==> src/rtl/cache_line_sequencer.sv <==
// cache_line_sequencer: turns one cache miss/flush into an optional writeback burst
// followed by an optional fill burst on the burst memory controller.
module cache_line_sequencer #(
    parameter int LINE_WORDS = 16,
    parameter int SRAM_AW    = 10,
    parameter int LINE_IDX_W = 6,
    parameter int TIMEOUT    = 64
) (
    input  logic                  clk,
    input  logic                  rst,
    input  logic                  req_valid,
    output logic                  req_ready,
    input  logic [LINE_IDX_W-1:0] req_line,
    input  logic                  req_wb,
    input  logic [31:0]           req_wb_addr,
    input  logic                  req_fill,
    input  logic [31:0]           req_fill_addr,
    output logic                  mc_ce,
    output logic                  mc_we,
    output logic [SRAM_AW-1:0]    mc_sram_addr,
    output logic [31:0]           mc_ext_addr,
    input  logic                  mc_busy,
    input  logic [9:0]            mc_progress,
    output logic                  active,
    output logic [LINE_IDX_W-1:0] active_line,
    output logic                  done_valid,
    output logic                  done_err,
    output logic [9:0]            wb_words
);
    localparam int OFF_W = $clog2(LINE_WORDS);
    localparam int CNT_W = $clog2(TIMEOUT + 1);
    typedef enum logic [2:0] {
        IDLE, WB_ISSUE, WB_WAIT_BUSY, WB_WAIT_DONE,
        FILL_ISSUE, FILL_WAIT_BUSY, FILL_WAIT_DONE, DONE
    } state_t;
    state_t                state_q, state_d;
    logic [CNT_W-1:0]      cnt_q, cnt_d;
    logic                  fill_q, fill_d, err_q, err_d;
    logic [31:0]           wb_addr_q, wb_addr_d, fill_addr_q, fill_addr_d;
    logic                  mc_ce_q, mc_ce_d, mc_we_q, mc_we_d;
    logic [SRAM_AW-1:0]    mc_sram_addr_q, mc_sram_addr_d;
    logic [31:0]           mc_ext_addr_q, mc_ext_addr_d;
    logic                  active_q, active_d, done_valid_q, done_valid_d, done_err_q, done_err_d;
    logic [LINE_IDX_W-1:0] active_line_q, active_line_d;
    logic [9:0]            wb_words_q, wb_words_d;
    logic [SRAM_AW-1:0]    line_base;
    logic                  waiting, expired, is_wb;
    assign line_base = SRAM_AW'({active_line_q, {OFF_W{1'b0}}});
    assign waiting   = (state_q != IDLE) && (state_q != DONE);
    assign expired   = waiting && (cnt_q == CNT_W'(TIMEOUT - 1));
    assign is_wb     = (state_q == WB_ISSUE);
    always_comb begin
        state_d        = state_q;
        fill_d         = fill_q;
        err_d          = err_q;
        wb_addr_d      = wb_addr_q;
        fill_addr_d    = fill_addr_q;
        mc_ce_d        = 1'b0;
        mc_we_d        = mc_we_q;
        mc_sram_addr_d = mc_sram_addr_q;
        mc_ext_addr_d  = mc_ext_addr_q;
        active_d       = active_q;
        active_line_d  = active_line_q;
        wb_words_d     = wb_words_q;
        case (state_q)
            IDLE: if (req_valid) begin
                fill_d        = req_fill;
                err_d         = 1'b0;
                wb_addr_d     = req_wb_addr;
                fill_addr_d   = req_fill_addr;
                active_d      = 1'b1;
                active_line_d = req_line;
                state_d       = req_wb ? WB_ISSUE : req_fill ? FILL_ISSUE : DONE;
            end
            WB_ISSUE, FILL_ISSUE: if (!mc_busy) begin
                mc_ce_d        = 1'b1;
                mc_we_d        = is_wb;
                mc_sram_addr_d = line_base;
                mc_ext_addr_d  = is_wb ? wb_addr_q : fill_addr_q;
                state_d        = is_wb ? WB_WAIT_BUSY : FILL_WAIT_BUSY;
            end
            WB_WAIT_BUSY:   if (mc_busy) state_d = WB_WAIT_DONE;
            FILL_WAIT_BUSY: if (mc_busy) state_d = FILL_WAIT_DONE;
            WB_WAIT_DONE: if (!mc_busy) begin
                wb_words_d = mc_progress;
                err_d      = err_q | (mc_progress != 10'(LINE_WORDS));
                state_d    = (err_d || !fill_q) ? DONE : FILL_ISSUE;
            end
            FILL_WAIT_DONE: if (!mc_busy) state_d = DONE;
            DONE: begin
                active_d = 1'b0;
                state_d  = IDLE;
            end
            default: state_d = IDLE;
        endcase
        // a timeout only aborts when the controller did not move us on this cycle
        if (expired && state_d == state_q) begin
            err_d   = 1'b1;
            mc_ce_d = 1'b0;
            state_d = DONE;
        end
        cnt_d        = (state_d != state_q || !waiting) ? '0 : cnt_q + 1'b1;
        done_valid_d = (state_d == DONE);
        done_err_d   = (state_d == DONE) && err_d;
    end
    always_ff @(posedge clk) begin
        if (rst) begin
            state_q        <= IDLE;
            cnt_q          <= '0;
            fill_q         <= 1'b0;
            err_q          <= 1'b0;
            wb_addr_q      <= '0;
            fill_addr_q    <= '0;
            mc_ce_q        <= 1'b0;
            mc_we_q        <= 1'b0;
            mc_sram_addr_q <= '0;
            mc_ext_addr_q  <= '0;
            active_q       <= 1'b0;
            active_line_q  <= '0;
            done_valid_q   <= 1'b0;
            done_err_q     <= 1'b0;
            wb_words_q     <= '0;
        end else begin
            state_q        <= state_d;
            cnt_q          <= cnt_d;
            fill_q         <= fill_d;
            err_q          <= err_d;
            wb_addr_q      <= wb_addr_d;
            fill_addr_q    <= fill_addr_d;
            mc_ce_q        <= mc_ce_d;
            mc_we_q        <= mc_we_d;
            mc_sram_addr_q <= mc_sram_addr_d;
            mc_ext_addr_q  <= mc_ext_addr_d;
            active_q       <= active_d;
            active_line_q  <= active_line_d;
            done_valid_q   <= done_valid_d;
            done_err_q     <= done_err_d;
            wb_words_q     <= wb_words_d;
        end
    end
    assign req_ready    = (state_q == IDLE);
    assign mc_ce        = mc_ce_q;
    assign mc_we        = mc_we_q;
    assign mc_sram_addr = mc_sram_addr_q;
    assign mc_ext_addr  = mc_ext_addr_q;
    assign active       = active_q;
    assign active_line  = active_line_q;
    assign done_valid   = done_valid_q;
    assign done_err     = done_err_q;
    assign wb_words     = wb_words_q;
endmodule

==> config.mk <==
export PLATFORM = sky130hd
export DESIGN_NAME = cache_line_sequencer
export DESIGN_NICKNAME = d
export VERILOG_FILES = /design/src/rtl/cache_line_sequencer.sv
export SDC_FILE = /design/constraint.sdc
export NUM_CORES = 1
export LEC_CHECK = 0
export BUFFER_PORTS_ARGS = -buffer_cell sky130_fd_sc_hd__buf_4
export CAP_MARGIN = 20
export CORE_MARGIN = 2
export CORE_UTILIZATION = 30
export CTS_CLUSTER_SIZE = 14
export DETAILED_ROUTE_END_ITERATION = 16
export GPL_ROUTABILITY_DRIVEN = 0
export MAX_ROUTING_LAYER = met4
export PLACE_DENSITY = 0.58
export SYNTH_ARGS = -nofsm -noshare
export SYNTH_HDL_FRONTEND = slang
export SYNTH_SLANG_ARGS = --single-unit
export TNS_END_PERCENT = 100
==> constraint.sdc <==
create_clock -name clk -period 1.54 [get_ports clk]
set_input_delay 0.308 -clock clk [delete_from_list [all_inputs] [get_ports clk]]
set_output_delay 0.308 -clock clk [all_outputs]
set_load 0.01 [all_outputs]
== Word level (Yosys, flattened, before mapping) ==
Cells that the tools add are included.
Word-level totals
  logic and storage cells: 71
  bits in registers: 135
  bits of input ports: 86
  output and inout bits: 64
Operators by class
  muxes and demuxes: 20
  bitwise operators: 3
  $add $sub $neg: 1
  equal/unequal tests: 14
  reductions and logical operators: 18
Operator list (count)
  $mux 32: 1
  $mux 3: 9
  $pmux 3 s7: 1
  $eq 3x3->1 const B: 5
  $ne 10x5->1 const B: 1
  $reduce_and 2->1: 4
  $add 7x1->7 const B: 1
  $eq 7x6->1 const B: 1
  $eq 3x2->1 const B: 2
  $mux 1: 5
  $logic_and 1x1->1: 4
  $mux 2: 2
  $pmux 1 s2: 2
  $reduce_or 2->1: 2
  $eq 3x1->1 const B: 1
  $eq 3x3->1: 1
  $logic_not 3->1: 1
  $ne 3x3->1: 1
  $ne 3x3->1 const B: 1
  $reduce_bool 3->1: 1
  $reduce_or 3->1: 1
  $logic_not 1->1: 2
  $logic_or 1x1->1: 2
  $ne 2x2->1 const B: 1
  other kinds (3): 4

== Longest topological paths before layout ==
Gate-level depths: netlist of run 1.
  depth in word-level cells: 12
  mapped depth: 7
  depth with buffers taken out: 6

== Least setup slack after synthesis of run 1 ==
OpenSTA, ideal clock, no wires.
  path type: register -> register
  start point: register cnt_q[0]
  end point: register cnt_q[3]
  arrival: 1502 ps
  setup time: 120 ps
  stages on the path, launching flop included: 7
  path slack: -82 ps
  period minus slack after synthesis: 1622 ps
  required time: 1420 ps
  buffers on the path: 0
  path through: dfxtp_1 -> ha_1 -> nand3_1 -> o32ai_1 -> or3b_1 -> nand4_1 -> nor2_1
Between the ends
  word-level cells in the longest chain between the ends: 7
  elaborated cells between the ends (all ways): 8
  those cells by class: add/sub (1); eq/ne (2); mux (1); reduce/logical (4)
RTL lines
  start: declaration: line 37  | logic [CNT_W-1:0] cnt_q, cnt_d;
  start signal: assignment: line 125  | cnt_q <= cnt_d;
  $eq 7x6->1: line 50  | assign expired = waiting && (cnt_q == CNT_W'(TIMEOUT - 1));
  $logic_and 1x1->1: line 50
  $logic_and 1x1->1: line 97  | if (expired && state_d == state_q) begin
  $mux 3: line 97
  $ne 3x3->1: line 102  | cnt_d = (state_d != state_q || !waiting) ? '0 : cnt_q + 1'b1;
  $logic_or 1x1->1: line 102
  $reduce_or 2->1 (no line)
Several ways; a longest one is shown, not always the timed one.
A chain may end at the register's enable or synchronous reset.

== Worst setup path after layout of run 1 ==
  start point: register state_q[2]
  end point: register done_err_q (netlist: done_err)
Between the ends
  word-level cells in the longest chain between the ends: 9
  elaborated cells between the ends (all ways): 28
  those cells by class: eq/ne (10); mux (11); reduce/logical (7)
RTL lines
  start: declaration: line 36  | state_t state_q, state_d;
  start signal: assignment: line 124  | state_q <= state_d;
  $eq 3x1->1: line 51, 65
  $mux 3: line 80  | state_d = is_wb ? WB_WAIT_BUSY : FILL_WAIT_BUSY;
  $mux 3: line 75  | WB_ISSUE, FILL_ISSUE: if (!mc_busy) begin
  $pmux 3 s7: line 65  | case (state_q)
  $eq 3x3->1: line 97
  $logic_and 1x1->1: line 97
  $mux 3: line 97
  $eq 3x3->1: line 104  | done_err_d = (state_d == DONE) && err_d;
  $logic_and 1x1->1 *: line 104
  end signal: assignment: line 137  | done_err_q <= done_err_d;
  end: declaration: line 43  | logic active_q, active_d, done_valid_q, done_valid_d, done_err_q, done_err_d;
Every way passes the cells marked *; elsewhere a longest branch is shown, timed or not.

==> impl_metrics.yaml, run 1 <==
critical_path:
  cpPeakStageDelay_ps: 530
  worstSetupStartpointType: "flip-flop"
  path_class: "reg2reg"
  cp_max_fo: 6
  crit_buf_inv: 0
  cp_cell_sequence: "or4b_1, o21ai_1, o22ai_1, or3_1, o22ai_2"
  endpoint_kind: "flip-flop"
  cp_top_family: "simple AND/OR/NAND/NOR gates"
  cp_data_required_time_ps: 1880
  arrival_ps: 1990
  slowest_stage: "or4b_1"
clock_network:
  cts_buffers: 17
  cts_tree: "done"
  clockBufferDepth: 2
  cts.sinks: 135
  cts_root_buffer: "clkbuf_16"
  clock_latency_ps: 410
  postCtsHoldBufs: 0
  ctsHtreeMaxLevel: 4
  clkSlewWorstSetupHoldPaths_ps: 60
power_and_ir_drop:
  vdd_drop_max_uv: 1130
  leakagePower_nw: 3.22
  power_density_mw_per_mm2: 1980
timing:
  fmax_ghz: 0.604
  layout_setup_ws_ps: -114
  rsz0062_at_grt: "yes"
  period_share: 1.07
  slew_violations: 0
  setup_viol: 21
  hold_violations: 0
  fin_skew_ps: 5.68
  timing.hold.ws_ps: 143
  fin_crit_ps: 1650
finish:
  fin_nets: 902
  drive_gt1_frac: 0.331
  fin_cells: 1053
  num_antenna_cells: 0
  syn2layout_area_growth_pct: 53.4
global_routing:
  antenna_found_initial: 0
  grt_start_max_net_pins: 48
  grt-ovfl-total: 0
  grt_pass1_vias: 4474
  grt_pass1_wl_um: 22600
  track_usage: 0.161
routing:
  drt_iter0_drc: 197
  wl_per_cell_um: 15.8
  vias: 4962
  final_antenna_net_count: 0
  drc: 0
  vias_per_cell: 4.71
  routed_wl_um: 16700
  drt_first_pass_iters: 4
placement:
  placed_cells: 1000
  io_buffer_count: 145
  hpwl_um: 9750
synth:
  yosysSeqAreaShare: 0.507
  syn_inst: 637
  synth_most_common_cell: "nand2_1"
  synthTopCellsByArea: "dfxtp_1, nand2_1, a21oi_1"
  synth_top_area_share: 0.507
  synthesis.area_mm2: 0.00533
  ys_ff_latch: 135
  yosys_warnings: 0
  async_reset_ff_frac: 0
  yosysUniqueCellTypes: 45
  synth_edf_count: 0
  avgSynthCellArea_um2: 8.37
  synth_area_leader_cell: "dfxtp_1"
  dominantRegCellSynth: "dfxtp_1"
  yosys-top-cells-count: "nand2_1, dfxtp_1, a21oi_1"
run:
  drv_cap: 0
die:
  fp.coreArea_mm2: 0.0174
  die-area_mm2: 0.0188
  die_h_um: 137
  rows: 48
  initial_utilization: 0.307
  dieWidth_um: 137
  ioPinCount: 150
run_status:
  violations: "negative setup slack"
  status: "finished with violations"
min_path:
  hold_class: "in2reg"
-- path summary, 6_finish.rpt --
| path | from | end | slack [ps] | cells past startpoint |
|---|---|---|---|---|
| setup / recovery | state_q[2] | done_err | -110 | 5 |
| hold / removal | req_wb_addr[10] | wb_addr_q[10] | 140 | 3 |
| setup reg to reg | state_q[2] | done_err | -110 | 5 |
| hold reg to reg | fill_addr_q[2] | fill_addr_q[2] | 450 | 2 |
-- per-stage QoR --
step / cell area [µm²] / worst slack, ps / total power, mW / utilization / setup TNS, ps
after floorplan: 5350 / -39.7 / 7.94 / - / -71.0
after global placement: 6930 / -198 / 10.1 / 0.400 / -3820
after detailed placement: 6930 / -227 / 10.2 / 0.400 / -5760
after CTS: 7650 / -103 / 14.8 / 0.441 / -756
after global routing: 8180 / -153 / 17.1 / 0.471 / -8350
final: 8180 / -114 / 16.2 / 0.471 / -540
-- timing repair --
| action | 4_1_cts | 5_1_grt |
|---|---|---|
| pin swaps | 3 | 16 |
| gates resized for setup | 10 | 43 |
| setup buffers | 1 | 8 |
| setup endpoints to repair | 116 | 88 |
| gates cloned | 1 | 11 |
-- where the power goes --
| part | leakage [nW] | switching [mW] | internal (mW) |
|---|---|---|---|
| clock | 0.305 | 1.57 | 2.78 |
| sequential | 1.10 | 0.564 | 4.38 |
| combinational | 1.81 | 3.38 | 3.52 |
| total | 3.22 | 5.51 | 10.7 |
-- tightest hold or removal path, stage by stage --
cell,delay (ps)
buf_4,110
nand2_1,40
a21oi_1,50
-- area by class of cell --
cell class,instances,area [µm²]
Tap cell,225,282
Timing Repair Buffer,210,1980
Sequential cell,135,2710
Clock inverter,13,193
Clock buffer,19,443
Inverter,1,3.75
Multi-Input combinational cell,450,2560
Fill cell,1716,9180
-- cells by family (layout without fill, tap and decap cells) --
logic type,count (synthesis),after routing,share of synthesized area
adders and majority gates,1,1,0.00235
and+or+nand+nor,262,262,0.208
other,1,4,0.000704
xor gates and xnor gates,6,6,0.00986
muxes,38,38,0.0714
DFF,135,135,0.507
AOI/OAI and AO/OA,139,139,0.153
buffers and inverters,55,243,0.0469
-- sequential cells by signal, summed over array words and instances, names as in the netlist --
register / count
state_q: 3
fill_addr_q: 32
mc_ce: 1
cnt_q: 7
active_line: 6
done_err: 1
done_valid: 1
wb_words: 10
mc_ext_addr: 32
fill_q: 1
wb_addr_q: 32
err_q: 1
active: 1
mc_we: 1
mc_sram_addr: 6
-- metal layers --
layer / wire [µm] / global-route usage
met2: 7830 / 0.244
met1: 7740 / 0.203
met3: 887 / 0.0533
met5: 0 / -
met4: 223 / 0.0510
-- placed cells by master (no fill, tap or decap), types with 6 or more instances in the layout --
cell	n
a21oi_1	85
nand2_1	171
buf_6	8
dfxtp_1	131
clkbuf_16	27
buf_4	178
nor2_1	47
a211oi_1	26
buf_12	11
mux2i_1	30
a211oi_2	7
mux2i_2	6
Power figures use the tool's default switching activity.
==> run 2, diff against run 1 <==
--- a/config.mk
+++ b/config.mk
@@ -14,6 +14,8 @@
 export GPL_ROUTABILITY_DRIVEN = 0
 export MAX_ROUTING_LAYER = met4
 export PLACE_DENSITY = 0.58
+export REMOVE_ABC_BUFFERS = 1
+export SLEW_MARGIN = 20
 export SYNTH_ARGS = -nofsm -noshare
 export SYNTH_HDL_FRONTEND = slang
 export SYNTH_SLANG_ARGS = --single-unit
==> run 2 against run 1 <==
The flow still finishes with violations (negative setup slack). Wire length down 9.2%. Clock power increased by 9.0%. Clock skew grew 2.5 ps. Fmax grew 2.2%. Critical path depth stayed put. Cell count is 0.85% lower. Combinational power decreased by 11%. Sequential power is 1% lower. Largest power group unchanged.
==> impl_metrics.yaml, run 2 (synthesis gave the netlist of run 1 again) <==
run_status:
  status: "finished with violations"
  violations: "negative setup slack"
clock_network:
  cts_root_buffer: "clkbuf_16"
  clock_latency_ps: 420
  cts.sinks: 135
  clockBufferDepth: 2
  postCtsHoldBufs: 0
  cts_tree: "done"
  clkSlewWorstSetupHoldPaths_ps: 60
  cts_buffers: 17
  ctsHtreeMaxLevel: 4
critical_path:
  ff2ff_setup_slack_ps: -80
  worstSetupStartpointType: "flip-flop"
  reg2reg_to: "done_valid"
  endpoint_kind: "flip-flop"
  path_class: "reg2reg"
  cp_max_fo: 5
  ff2ff_path_depth: 5
  cp_data_required_time_ps: 1890
  arrival_ps: 1970
  worstReg2RegStart: "state_q[1]"
finish:
  fin_cells: 1044
  fin_nets: 893
  layout_commonest_cell: "buf_4"
  drive_gt1_frac: 0.316
  syn2layout_area_growth_pct: 49.4
  final_cell_mix: "buf_4, nand2_1, dfxtp_1, a21oi_1, nor2_1"
  post-route-util: 0.459
  design_area_mm2: 0.00796
  num_antenna_cells: 0
routing:
  vias: 4876
  routed_wl_um: 15100
  drt_iter0_drc: 244
  vias_per_cell: 4.67
  wl_per_cell_um: 14.5
  drc: 0
  final_antenna_net_count: 0
  drt_first_pass_iters: 5
timing:
  slew_violations: 0
  fmax_ghz: 0.618
  fin_skew_ps: 8.21
  fin_crit_ps: 1620
  hold_violations: 0
  setup_viol: 6
  rsz0062_at_grt: "yes"
  layout_setup_ws_ps: -78.7
  period_share: 1.05
die:
  rows: 48
  ioPinCount: 150
  fp.coreArea_mm2: 0.0174
  dieWidth_um: 137
  initial_utilization: 0.307
  die-area_mm2: 0.0188
  die_h_um: 137
global_routing:
  track_usage: 0.153
  use_met3: 0.0460
  grt_start_max_net_pins: 57
  grt.met2_usage: 0.234
  antenna_found_initial: 0
  use_met1: 0.192
  grt_pass1_wl_um: 22000
  grt-ovfl-total: 0
  top_usage_layer: "met2"
  grt_pass1_vias: 4446
placement:
  hpwl_um: 9600
  placed_cells: 997
  dpl-instance-area_mm2: 0.00687
  io_buffer_count: 145
min_path:
  min_to: "active_line[3]"
  hold_class: "in2reg"
  min_path_cells: 3
  hp-start: "req_line[3]"
power_and_ir_drop:
  vdd_drop_max_uv: 983
  power_density_mw_per_mm2: 1980
  leakagePower_nw: 3.15
run:
  drv_cap: 0
[run 2: cell types whose count changed in the layout (fill, tap and decap cells not counted), sizes merged]
cell	previous run	this run
clkbuf	29	26
buf	200	196
inv	5	2
clkinv	3	2
bufinv	4	6
[run 2: worst max path at each step]
| stage | endpoint | cells after the start | slack [ps] | startpoint |
|---|---|---|---|---|
| 2_1_floorplan | mc_ext_addr[0] | 3 | -3240 | state_q[0] |
| 4_1_cts | req_ready | 4 | -80 | state_q[1] |
| 3_3_place_gp | cnt_q[6] | 7 | -120 | mc_progress[9] |
| 5_1_grt | done_valid | 5 | -150 | state_q[1] |
| 3_5_place_dp | cnt_q[6] | 6 | -170 | cnt_q[0] |
| 6_report | done_valid | 5 | -80 | state_q[1] |
[run 2: routing by layer]
layer,vias to the layer above,share of wire
met4,0,0.0090
met5,-,0
li1,2492,-
met3,9,0.062
met1,2251,0.47
met2,124,0.46
[run 2: timing repair]
item,CTS,global route
pin swaps,6,29
setup endpoints to repair,115,112
gates resized for setup,20,30
buffers inserted,2,6
cloned,0,7
[run 2: layout make-up]
| type | instances | area [µm²] |
|---|---|---|
| Clock buffer | 21 | 470 |
| Clock inverter | 11 | 218 |
| Fill cell | 1734 | 9390 |
| Inverter | 1 | 3.75 |
| Multi-Input combinational cell | 450 | 2510 |
| Sequential cell | 135 | 2710 |
| Tap cell | 225 | 282 |
| Timing Repair Buffer | 201 | 1760 |
[run 2: power breakdown]
part	internal, mW	switching, mW
clock	3.17	1.57
sequential	4.38	0.502
combinational	3.03	3.11
[run 2: per-stage QoR]
| step | TNS, ps | hold WS [ps] | worst slack, ps | power, mW |
|---|---|---|---|---|
| 6_report | -209 | 140 | -78.7 | 15.8 |
| 5_1_grt | -3780 | 133 | -149 | 16.7 |
| 4_1_cts | -690 | 121 | -77.0 | 15.0 |
| 3_5_place_dp | -4190 | 446 | -169 | 10.0 |
| 3_3_place_gp | -3330 | 441 | -120 | 9.98 |
| 2_1_floorplan | -221720 | 377 | -3240 | 7.61 |
[run 2: critical path, cell delays in order, from the launching register on]
cell	delay [ps]
dfxtp_4	360
or4b_1	510
o21ai_1	160
o22ai_1	80
or3_1	340
o21ai_1	100
